[config.mk]
export PLATFORM = sky130hd
export DESIGN_NAME = lfsr_inv_ctrl
export DESIGN_NICKNAME = d
export VERILOG_FILES = /design/src/rtl/ublock_pkg.sv /design/src/rtl/lfsr_inv_step.sv /design/src/rtl/lfsr_inv_ctrl.sv
export SDC_FILE = /design/constraint.sdc
export NUM_CORES = 1
export LEC_CHECK = 0
export CAP_MARGIN = 20
export CELL_PAD_IN_SITES_DETAIL_PLACEMENT = 1
export CELL_PAD_IN_SITES_GLOBAL_PLACEMENT = 2
export CORE_ASPECT_RATIO = 0.5
export CORE_MARGIN = 4
export CORE_UTILIZATION = 29
export CTS_CLUSTER_SIZE = 14
export DETAILED_ROUTE_END_ITERATION = 10
export GPL_TIMING_DRIVEN = 0
export PLACE_DENSITY_LB_ADDON = 0.1
export SYNTH_ARGS = -nofsm -noshare
export SYNTH_HDL_FRONTEND = slang
export SYNTH_SLANG_ARGS = --single-unit
[constraint.sdc]
create_clock -name clk -period 3.01 [get_ports clk]
set_input_delay 0.602 -clock clk [delete_from_list [all_inputs] [get_ports clk]]
set_output_delay 0.602 -clock clk [all_outputs]
set_load 0.03 [all_outputs]
[src/rtl/ublock_pkg.sv]
// ---------------------------------------------------------------------------
// ublock_pkg
// Shared definitions for the uBlock round-constant logic. The encryption
// LFSR walks RC_FIRST_ENC -> ... -> RC_LAST_ENC; the decryption controller
// walks the same chain in reverse.
//
// Contents:
//   RC_FIRST_ENC   constant used by encryption round 0
//   RC_SECOND_ENC  constant used by encryption round 1
//   RC_LAST_ENC    constant used by the final encryption round
//   rc_state_e     controller states {IDLE, RUN, DONE}
//   rc_inv_step()  one backwards step of the round-constant LFSR
// ---------------------------------------------------------------------------
package ublock_pkg;

    localparam logic [7:0] RC_FIRST_ENC  = 8'h36;
    localparam logic [7:0] RC_SECOND_ENC = 8'h1B;
    localparam logic [7:0] RC_LAST_ENC   = 8'h87;

    typedef enum logic [1:0] {
        IDLE = 2'd0,
        RUN  = 2'd1,
        DONE = 2'd2
    } rc_state_e;

    // The forward step shifts right and feeds r0^r1^r5^r6 into bit 7.
    // Going backwards, the old r[7:1] is the new n[6:0], and the old r0 is
    // recovered by cancelling the other three taps out of n[7].
    function automatic logic [7:0] rc_inv_step(input logic [7:0] n);
        return {n[6:0], n[7] ^ n[0] ^ n[4] ^ n[5]};
    endfunction

endpackage : ublock_pkg

[src/rtl/lfsr_inv_step.sv]
// ---------------------------------------------------------------------------
// lfsr_inv_step
// Pure combinational inverse step of the 8-bit uBlock round-constant LFSR.
// Kept as its own block so the key-schedule inversion can share it.
//
// Ports:
//   rc_in   [7:0]  current constant
//   rc_out  [7:0]  constant of the previous encryption round
// ---------------------------------------------------------------------------
module lfsr_inv_step
    import ublock_pkg::*;
(
    input  logic [7:0] rc_in,
    output logic [7:0] rc_out
);

    assign rc_out = rc_inv_step(rc_in);

endmodule : lfsr_inv_step

[src/rtl/lfsr_inv_ctrl.sv]
// ---------------------------------------------------------------------------
// lfsr_inv_ctrl
// Decryption-side round-constant controller. On start it presents START_RC,
// then steps the LFSR backwards once per rc_ready handshake until END_RC has
// been consumed. A watchdog aborts the run with an err pulse if END_RC is
// never reached within MAX_STEPS accepted rounds.
//
// Ports:
//   clk          rising-edge clock
//   rst          synchronous active-high reset
//   start        begin a run (only acted on in IDLE)
//   abort        return to IDLE from any state, no done/err
//   rc_ready     datapath consumed rc; advance
//   rc           current round constant (registered)
//   rc_valid     rc is valid for the datapath (RUN)
//   first_round  rc is the first decryption constant
//   last_round   rc is END_RC or the second encryption constant
//   round_cnt    inverse steps taken in the current run
//   busy         high in RUN
//   done         one-cycle pulse after END_RC was consumed
//   err          one-cycle pulse on watchdog expiry
// ---------------------------------------------------------------------------
module lfsr_inv_ctrl
    import ublock_pkg::*;
#(
    parameter logic [7:0]  START_RC  = RC_LAST_ENC,
    parameter logic [7:0]  END_RC    = RC_FIRST_ENC,
    parameter int unsigned MAX_STEPS = 255,
    parameter int unsigned CNT_W     = 8
) (
    input  logic             clk,
    input  logic             rst,
    input  logic             start,
    input  logic             abort,
    input  logic             rc_ready,
    output logic [7:0]       rc,
    output logic             rc_valid,
    output logic             first_round,
    output logic             last_round,
    output logic [CNT_W-1:0] round_cnt,
    output logic             busy,
    output logic             done,
    output logic             err
);

    // The accept that happens while round_cnt sits here is the last one the
    // watchdog allows; it fires instead of stepping, so the counter never wraps.
    localparam logic [CNT_W-1:0] LAST_CNT = CNT_W'(MAX_STEPS - 1);

    rc_state_e        state_q, state_d;
    logic [7:0]       rc_q, rc_d;
    logic [CNT_W-1:0] round_cnt_q, round_cnt_d;
    logic             err_q, err_d;
    logic [7:0]       rc_prev;

    lfsr_inv_step u_step (
        .rc_in  (rc_q),
        .rc_out (rc_prev)
    );

    // State register. Reset reloads the starting constant so rc is already
    // correct when the first run begins.
    always_ff @(posedge clk) begin
        if (rst) begin
            state_q     <= IDLE;
            rc_q        <= START_RC;
            round_cnt_q <= '0;
            err_q       <= 1'b0;
        end else begin
            state_q     <= state_d;
            rc_q        <= rc_d;
            round_cnt_q <= round_cnt_d;
            err_q       <= err_d;
        end
    end

    // Next-state logic. abort overrides everything; round_cnt keeps the
    // last run's count until the next start clears it.
    always_comb begin
        state_d     = state_q;
        rc_d        = rc_q;
        round_cnt_d = round_cnt_q;
        err_d       = 1'b0;

        if (abort) begin
            state_d = IDLE;
            rc_d    = START_RC;
        end else begin
            unique case (state_q)
                IDLE: begin
                    if (start) begin
                        state_d     = RUN;
                        rc_d        = START_RC;
                        round_cnt_d = '0;
                    end
                end
                RUN: begin
                    if (rc_ready) begin
                        if (rc_q == END_RC) begin
                            state_d = DONE;
                        end else if (round_cnt_q == LAST_CNT) begin
                            state_d = IDLE;
                            rc_d    = START_RC;
                            err_d   = 1'b1;
                        end else begin
                            rc_d        = rc_prev;
                            round_cnt_d = round_cnt_q + CNT_W'(1);
                        end
                    end
                end
                DONE: begin
                    state_d = IDLE;
                    rc_d    = START_RC;
                end
                default: begin
                    state_d = IDLE;
                    rc_d    = START_RC;
                end
            endcase
        end
    end

    // Outputs decode purely from registered state, so no input reaches rc
    // or the status flags combinationally.
    assign rc          = rc_q;
    assign round_cnt   = round_cnt_q;
    assign busy        = (state_q == RUN);
    assign rc_valid    = (state_q == RUN);
    assign done        = (state_q == DONE);
    assign err         = err_q;
    assign first_round = (state_q == RUN) && (rc_q == START_RC);
    assign last_round  = (state_q == RUN) &&
                         ((rc_q == END_RC) || (rc_q == RC_SECOND_ENC));

endmodule : lfsr_inv_ctrl

# Word level (Yosys, flattened, before mapping)
# Index checks and enable logic that the tools add are counted.
# W data, S select, Z words.
# totals
register_bits	19
inputBits	5
out_inout_bits	22
word_cells	48
# classes
addsub	1
n_eq_ne	11
mux	16
bitwise_logic	6
n_reduce_logical	10
# ops
operator	count
$mux W8	8
$pmux W8 S2	2
$eq A8 B8 Y1 const B	2
$add A8 B1 Y8 const B	1
$eq A8 B5 Y1 const B	1
$eq A8 B6 Y1 const B	1
$mux W2	4
$ne A2 B2 Y1 const B	4
$reduce_and A3 Y1	2
$reduce_and A6 Y1	1
$reduce_or A5 Y1	1
$pmux W2 S2	1
$ne A3 B1 Y1 const B	1
$not A1 Y1	3
$xor A1 B1 Y1	3
$eq A2 B1 Y1 const B	1
$eq A2 B2 Y1 const B	1
$logic_and A1 B1 Y1	2
$logic_not A2 Y1	1
$reduce_bool A2 Y1	1
$reduce_or A2 Y1	1
$logic_or A1 B1 Y1	1
$mux W1	1

# Longest topological paths before layout
# Gate-level depths: netlist of run 1.
# depth
depth_word	7
mapped_depth	7
depth_no_buf	7

# Cells and area by module
# From an unflattened synthesis of run 1, not the netlist that was laid out.
# unflattened
cells_unflattened	135
area_unflattened_um2	1191.1
# modules_own_cells
mod	instances	cells_per_inst	area_per_inst_um2	seq_area_each_um2
lfsr_inv_ctrl	1	125	1112.3	380.4
lfsr_inv_step	1	10	78.8	0.0

# Worst setup path after synthesis of run 1
# No wires, ideal clock.
# synth_timing
path_kind	flip-flop to output port
start	register state_q[0]
end	output port last_round
arrival_time_ns	1.819
t_required_ns	2.408
setup_slack_ns	0.589
stages_incl_launch_ff	5
path_buffers	1
cell_sequence	dfxtp_1 > buf_6 > nor2b_1 > nand4b_1 > o22ai_1
# synth_between
elab_chain_cells	2
# synth_lines
element	line	text
from (decl)	lfsr_inv_ctrl.sv:50	rc_state_e state_q, state_d;
from (signal assigned)	lfsr_inv_ctrl.sv:70	state_q <= state_d;
$eq A2 B1 Y1	--	
named net busy	lfsr_inv_ctrl.sv:41	output logic busy,
$logic_and A1 B1 Y1	lfsr_inv_ctrl.sv:132	assign last_round = (state_q == RUN) &&
to (decl)	lfsr_inv_ctrl.sv:39	output logic last_round,
# The timed path passes the listed nets, and every way through them passes these cells.

# Worst setup path after layout of run 1
# layout_timing
start	register state_q[0]
end	output port last_round
# layout_between
elab_chain_cells	2
# layout_lines
element	line
$eq A2 B1 Y1	lfsr_inv_ctrl.sv:132
$logic_and A1 B1 Y1	lfsr_inv_ctrl.sv:132
# No other way between the ends.

==> run summary, run 1 <==
The number of buffers added by the clock tree synthesis step is 3. The synthesized area per cell came out at 8.63 um2. Row generation in the floorplan step produced 14 rows. The clock latency on the worst-skew pair is 0.26 ns. The number of buffers inserted by port buffering came out at 26. The area overhead of the layout relative to synthesis is 36.2%. The via count of the first global-routing pass is 991. TritonCTS built the clock tree. The worst vdd rail ir drop is 0.000155 V.

The minimum clock period is 2.78 ns. 27 I/O pins were placed. The number of max-cap violations came out at 0. The floorplan step defined a core boundary enclosing 3170 um2. The number of different library cells used by synthesis comes to 37. The total of endpoints with negative setup slack in the final report is 0. The number of hold-slack violations in the final timing report came out at 0. The total iterations of the first detailed-routing run is 4. During synthesis, Yosys emitted a total of 0 warnings.

The critical path data required time is 2.41 ns. The tree is rooted in a sky130_fd_sc_hd__clkbuf_8. In this run the deepest clock path goes through 2 buffers.

The number of buffers inserted by post-CTS setup repair came out at 0. The total nets after synthesis came out at 124. The actual slew at the worst max-slew pin came out at 0.961 ns. The async set or reset register ratio after synthesis is 0. In the final layout, the share of cells above drive strength 1 is 0.102. The switching share of power is 0.258. The fraction of synthesized cell area taken by the top area cell type is 0.377. Setup repair after global routing left no endpoint under its margin. Gates resized during post-CTS repair numbered 0. Fill cells in the final layout number 387.

The number of clock sinks came out at 19. Internal power comes to 0.374 mW. Yosys attributes the largest share of cell area to sky130_fd_sc_hd__dfxtp_1, sky130_fd_sc_hd__a21oi_1, sky130_fd_sc_hd__nand3_1, sky130_fd_sc_hd__nor2_1, sky130_fd_sc_hd__o21ai_0.

The worst min-delay path category is flip-flop to flip-flop. The reg-to-reg setup timing slack came out at 0.98 ns. 0 antenna diodes ended up in the layout.

The worst-case headroom to the max-slew limit came out at 0.354. The critical path is of the flip-flop to primary output type. The critical path startpoint category is a flip-flop. The first global-routing pass estimated 4.64 mm of wire.

The cell area power density is 367 nW/um2. The final weighted congestion of routability-driven global placement came out at 0.768. The switching power total came out at 0.130 mW. The initial antenna violation count came out at 0. On the worst path, the slowest cell contributes a delay of 0.70 ns. The run finished with clean final reports. The hold buffer count at CTS came out at 0. The initial cell density of the core is 0.318. The achievable frequency came out at 360 MHz. In this run the static leakage power is 0.461 nW. The via count of the routed design is 962. The die span in x came out at 91.5 um. The combinational power share came out at 0.126.

Traced cell by cell, the critical path runs through buf_6 -> nor2b_1 -> nand4b_1 -> o22ai_1 -> clkdlybuf4s50_1. CTS built an H-tree with a depth of 1. The HPWL reported at the end of detailed placement is 2.03 mm. The most used flip-flop cell after synthesis is sky130_fd_sc_hd__dfxtp_1. The multi-input combinational cell area is 592 um2.

After detailed routing, the number of vias per cell comes to 4.93. The clock transition time at the flip-flop clock pins of the worst setup and hold paths came out at 0.08 ns. The cell count after synthesis came out at 117. The die height came out at 49.7 um. The overall power consumption is 0.504 mW.

The count of nets left with antenna violations once routing finished came out at 0. STA classifies the critical path endpoint as a primary output. The first-iteration detailed-routing DRC count came out at 25. The total negative setup slack came out at 0 ns.

The number of pins with negative max-slew slack in the final report is 0. Of all nets on the critical path, the largest fanout is 10. The worst clock skew on the final layout came out at 0.00446 ns. The clock network fraction of total power is 0.364. For this run, design rule violations remaining after detail routing come to 0. At the worst endpoint, the arrival time is 2.17 ns. The mapped cell area is 1010 um2.

The average routed wire per standard cell came out at 13.9 um. The share of the Yosys chip area taken by registers is 0.377. The number of nets in the layout came out at 155.

The final wirelength is 2.70 mm. The die covers 4550 um2. The all-layer global routing usage came out at 0.128.

The synthesized design contains 0 enable-type register cells. Across the whole layout, storage elements account for 380 um2. For this design, the slowest cell found on the critical path is sky130_fd_sc_hd__clkdlybuf4s50_1.

Entering global routing, the biggest net connects 11 pins. The number of synthesized register bits is 19. Summed over all layers, the global routing overflow is 0.

The sequential share of power is 0.510. The share of the clock period used by the worst path is 0.922. The leading area contributor after synthesis is sky130_fd_sc_hd__dfxtp_1.
==> worst paths after layout <==
check | startpoint | endpoint | depth (start not counted)
max | state_q[0] | last_round | 5
min reg2reg | rc[6] | rc[6] | 2
max reg2reg | round_cnt[0] | round_cnt[7] | 7
min | rc[6] | rc[6] | 2
==> state kept, by name, summed over array words and instances, names as in the netlist <==
| register | count |
|---|---|
| round_cnt | 8 |
| state_q | 2 |
| rc | 8 |
| err | 1 |
==> Yosys cell counts (2+ instances only) <==
cell type / n
sky130_fd_sc_hd__dfxtp_1: 19
sky130_fd_sc_hd__or4bb_1: 2
sky130_fd_sc_hd__a21oi_1: 9
sky130_fd_sc_hd__xnor2_1: 3
sky130_fd_sc_hd__nand3_1: 9
sky130_fd_sc_hd__nor2_1: 11
sky130_fd_sc_hd__nand2_1: 10
sky130_fd_sc_hd__nor3_1: 3
sky130_fd_sc_hd__xor2_1: 3
sky130_fd_sc_hd__nor2b_1: 3
sky130_fd_sc_hd__nand4_1: 4
sky130_fd_sc_hd__o21ai_0: 8
sky130_fd_sc_hd__or3_1: 3
sky130_fd_sc_hd__ha_1: 2
sky130_fd_sc_hd__inv_1: 4
sky130_fd_sc_hd__or2_2: 3
==> per-layer routing <==
| layer | share of wire | wire [um] | vias to the layer above | GRT usage |
|---|---|---|---|---|
| met2 | 0.46 | 1230 | 15 | 0.203 |
| met1 | 0.51 | 1380 | 467 | 0.171 |
| met3 | 0.030 | 80 | 2 | 0.0410 |
| met5 | 0 | 0 | - | 0 |
| li1 | - | - | 478 | - |
| met4 | 0.0041 | 11 | 0 | 0.0225 |
==> cells by family after synthesis <==
kind of cell / count (synthesis) / synth area share
buffers and inverters: 7 / 0.0372
and+or+nand+nor: 59 / 0.337
AOI/OAI and AO/OA: 23 / 0.162
adders and majority gates: 2 / 0.0248
muxes: 1 / 0.00991
xor gates and xnor gates: 6 / 0.0521
DFF: 19 / 0.377
==> cell type report <==
| class | count | share of cell area |
|---|---|---|
| buffer | 3 | 0.0164 |
| inverter | 4 | 0.0109 |
| multi-input combinational | 91 | 0.430 |
| timing repair buffer | 26 | 0.189 |
| sequential | 19 | 0.277 |
| clock buffer | 4 | 0.0328 |
| tap | 48 | 0.0437 |
==> power groups by stage <==
stage                     logic, mW  clock network, mW  registers [mW]
final                        0.0637              0.183           0.257
after detailed placement     0.0642                  0           0.263
after floorplan              0.0368                  0           0.266
after CTS                    0.0644              0.189           0.257
after global placement       0.0638                  0           0.263
after global routing         0.0697              0.204           0.258
==> placed cells by master (no fill, tap or decap), drive strengths merged, types with 4 or more instances in the layout <==
cell	instances
nand4	4
a21oi	9
nand2	11
o21ai	8
inv	4
clkbuf	4
nor2	11
nand3	10
dfxtp	19
clkdlybuf4s50	26
==> critical path: cells and delay by family, from the launching register on <==
kind / cells / cell delay, ns
and+or+nand+nor: 2 / 0.58
AOI/OAI and AO/OA: 1 / 0.15
buffers and inverters: 2 / 0.84
DFF: 1 / 0.34
==> through the flow <==
stage / cell area, um2 / util / std cells / hold WS [ns] / worst slack, ns
floorplan: 1010 / - / 117 / 0.510 / 0.589
global placement: 1330 / 0.419 / 191 / 0.485 / 0.420
detailed placement: 1330 / 0.419 / 191 / 0.490 / 0.441
CTS: 1380 / 0.434 / 195 / 0.501 / 0.174
global route: 1380 / 0.434 / 195 / 0.555 / 0.0420
finish: 1380 / 0.434 / 195 / 0.501 / 0.234
Note: power is estimated with default switching activity, not from simulation.
==> run 2, diff against run 1 <==
--- a/config.mk
+++ b/config.mk
@@ -15,6 +15,7 @@
 export DETAILED_ROUTE_END_ITERATION = 10
 export GPL_TIMING_DRIVEN = 0
 export PLACE_DENSITY_LB_ADDON = 0.1
+export SLEW_MARGIN = 20
 export SYNTH_ARGS = -nofsm -noshare
 export SYNTH_HDL_FRONTEND = slang
 export SYNTH_SLANG_ARGS = --single-unit
==> results of run 2 <==
No change in the layout: final DEF, timing and power equal those of run 1.
==> run 3, diff against run 2 <==
--- a/config.mk
+++ b/config.mk
@@ -15,7 +15,6 @@
 export DETAILED_ROUTE_END_ITERATION = 10
 export GPL_TIMING_DRIVEN = 0
 export PLACE_DENSITY_LB_ADDON = 0.1
-export SLEW_MARGIN = 20
 export SYNTH_ARGS = -nofsm -noshare
 export SYNTH_HDL_FRONTEND = slang
 export SYNTH_SLANG_ARGS = --single-unit
==> results of run 3 <==
No change in the layout: final DEF, timing and power equal those of run 1.
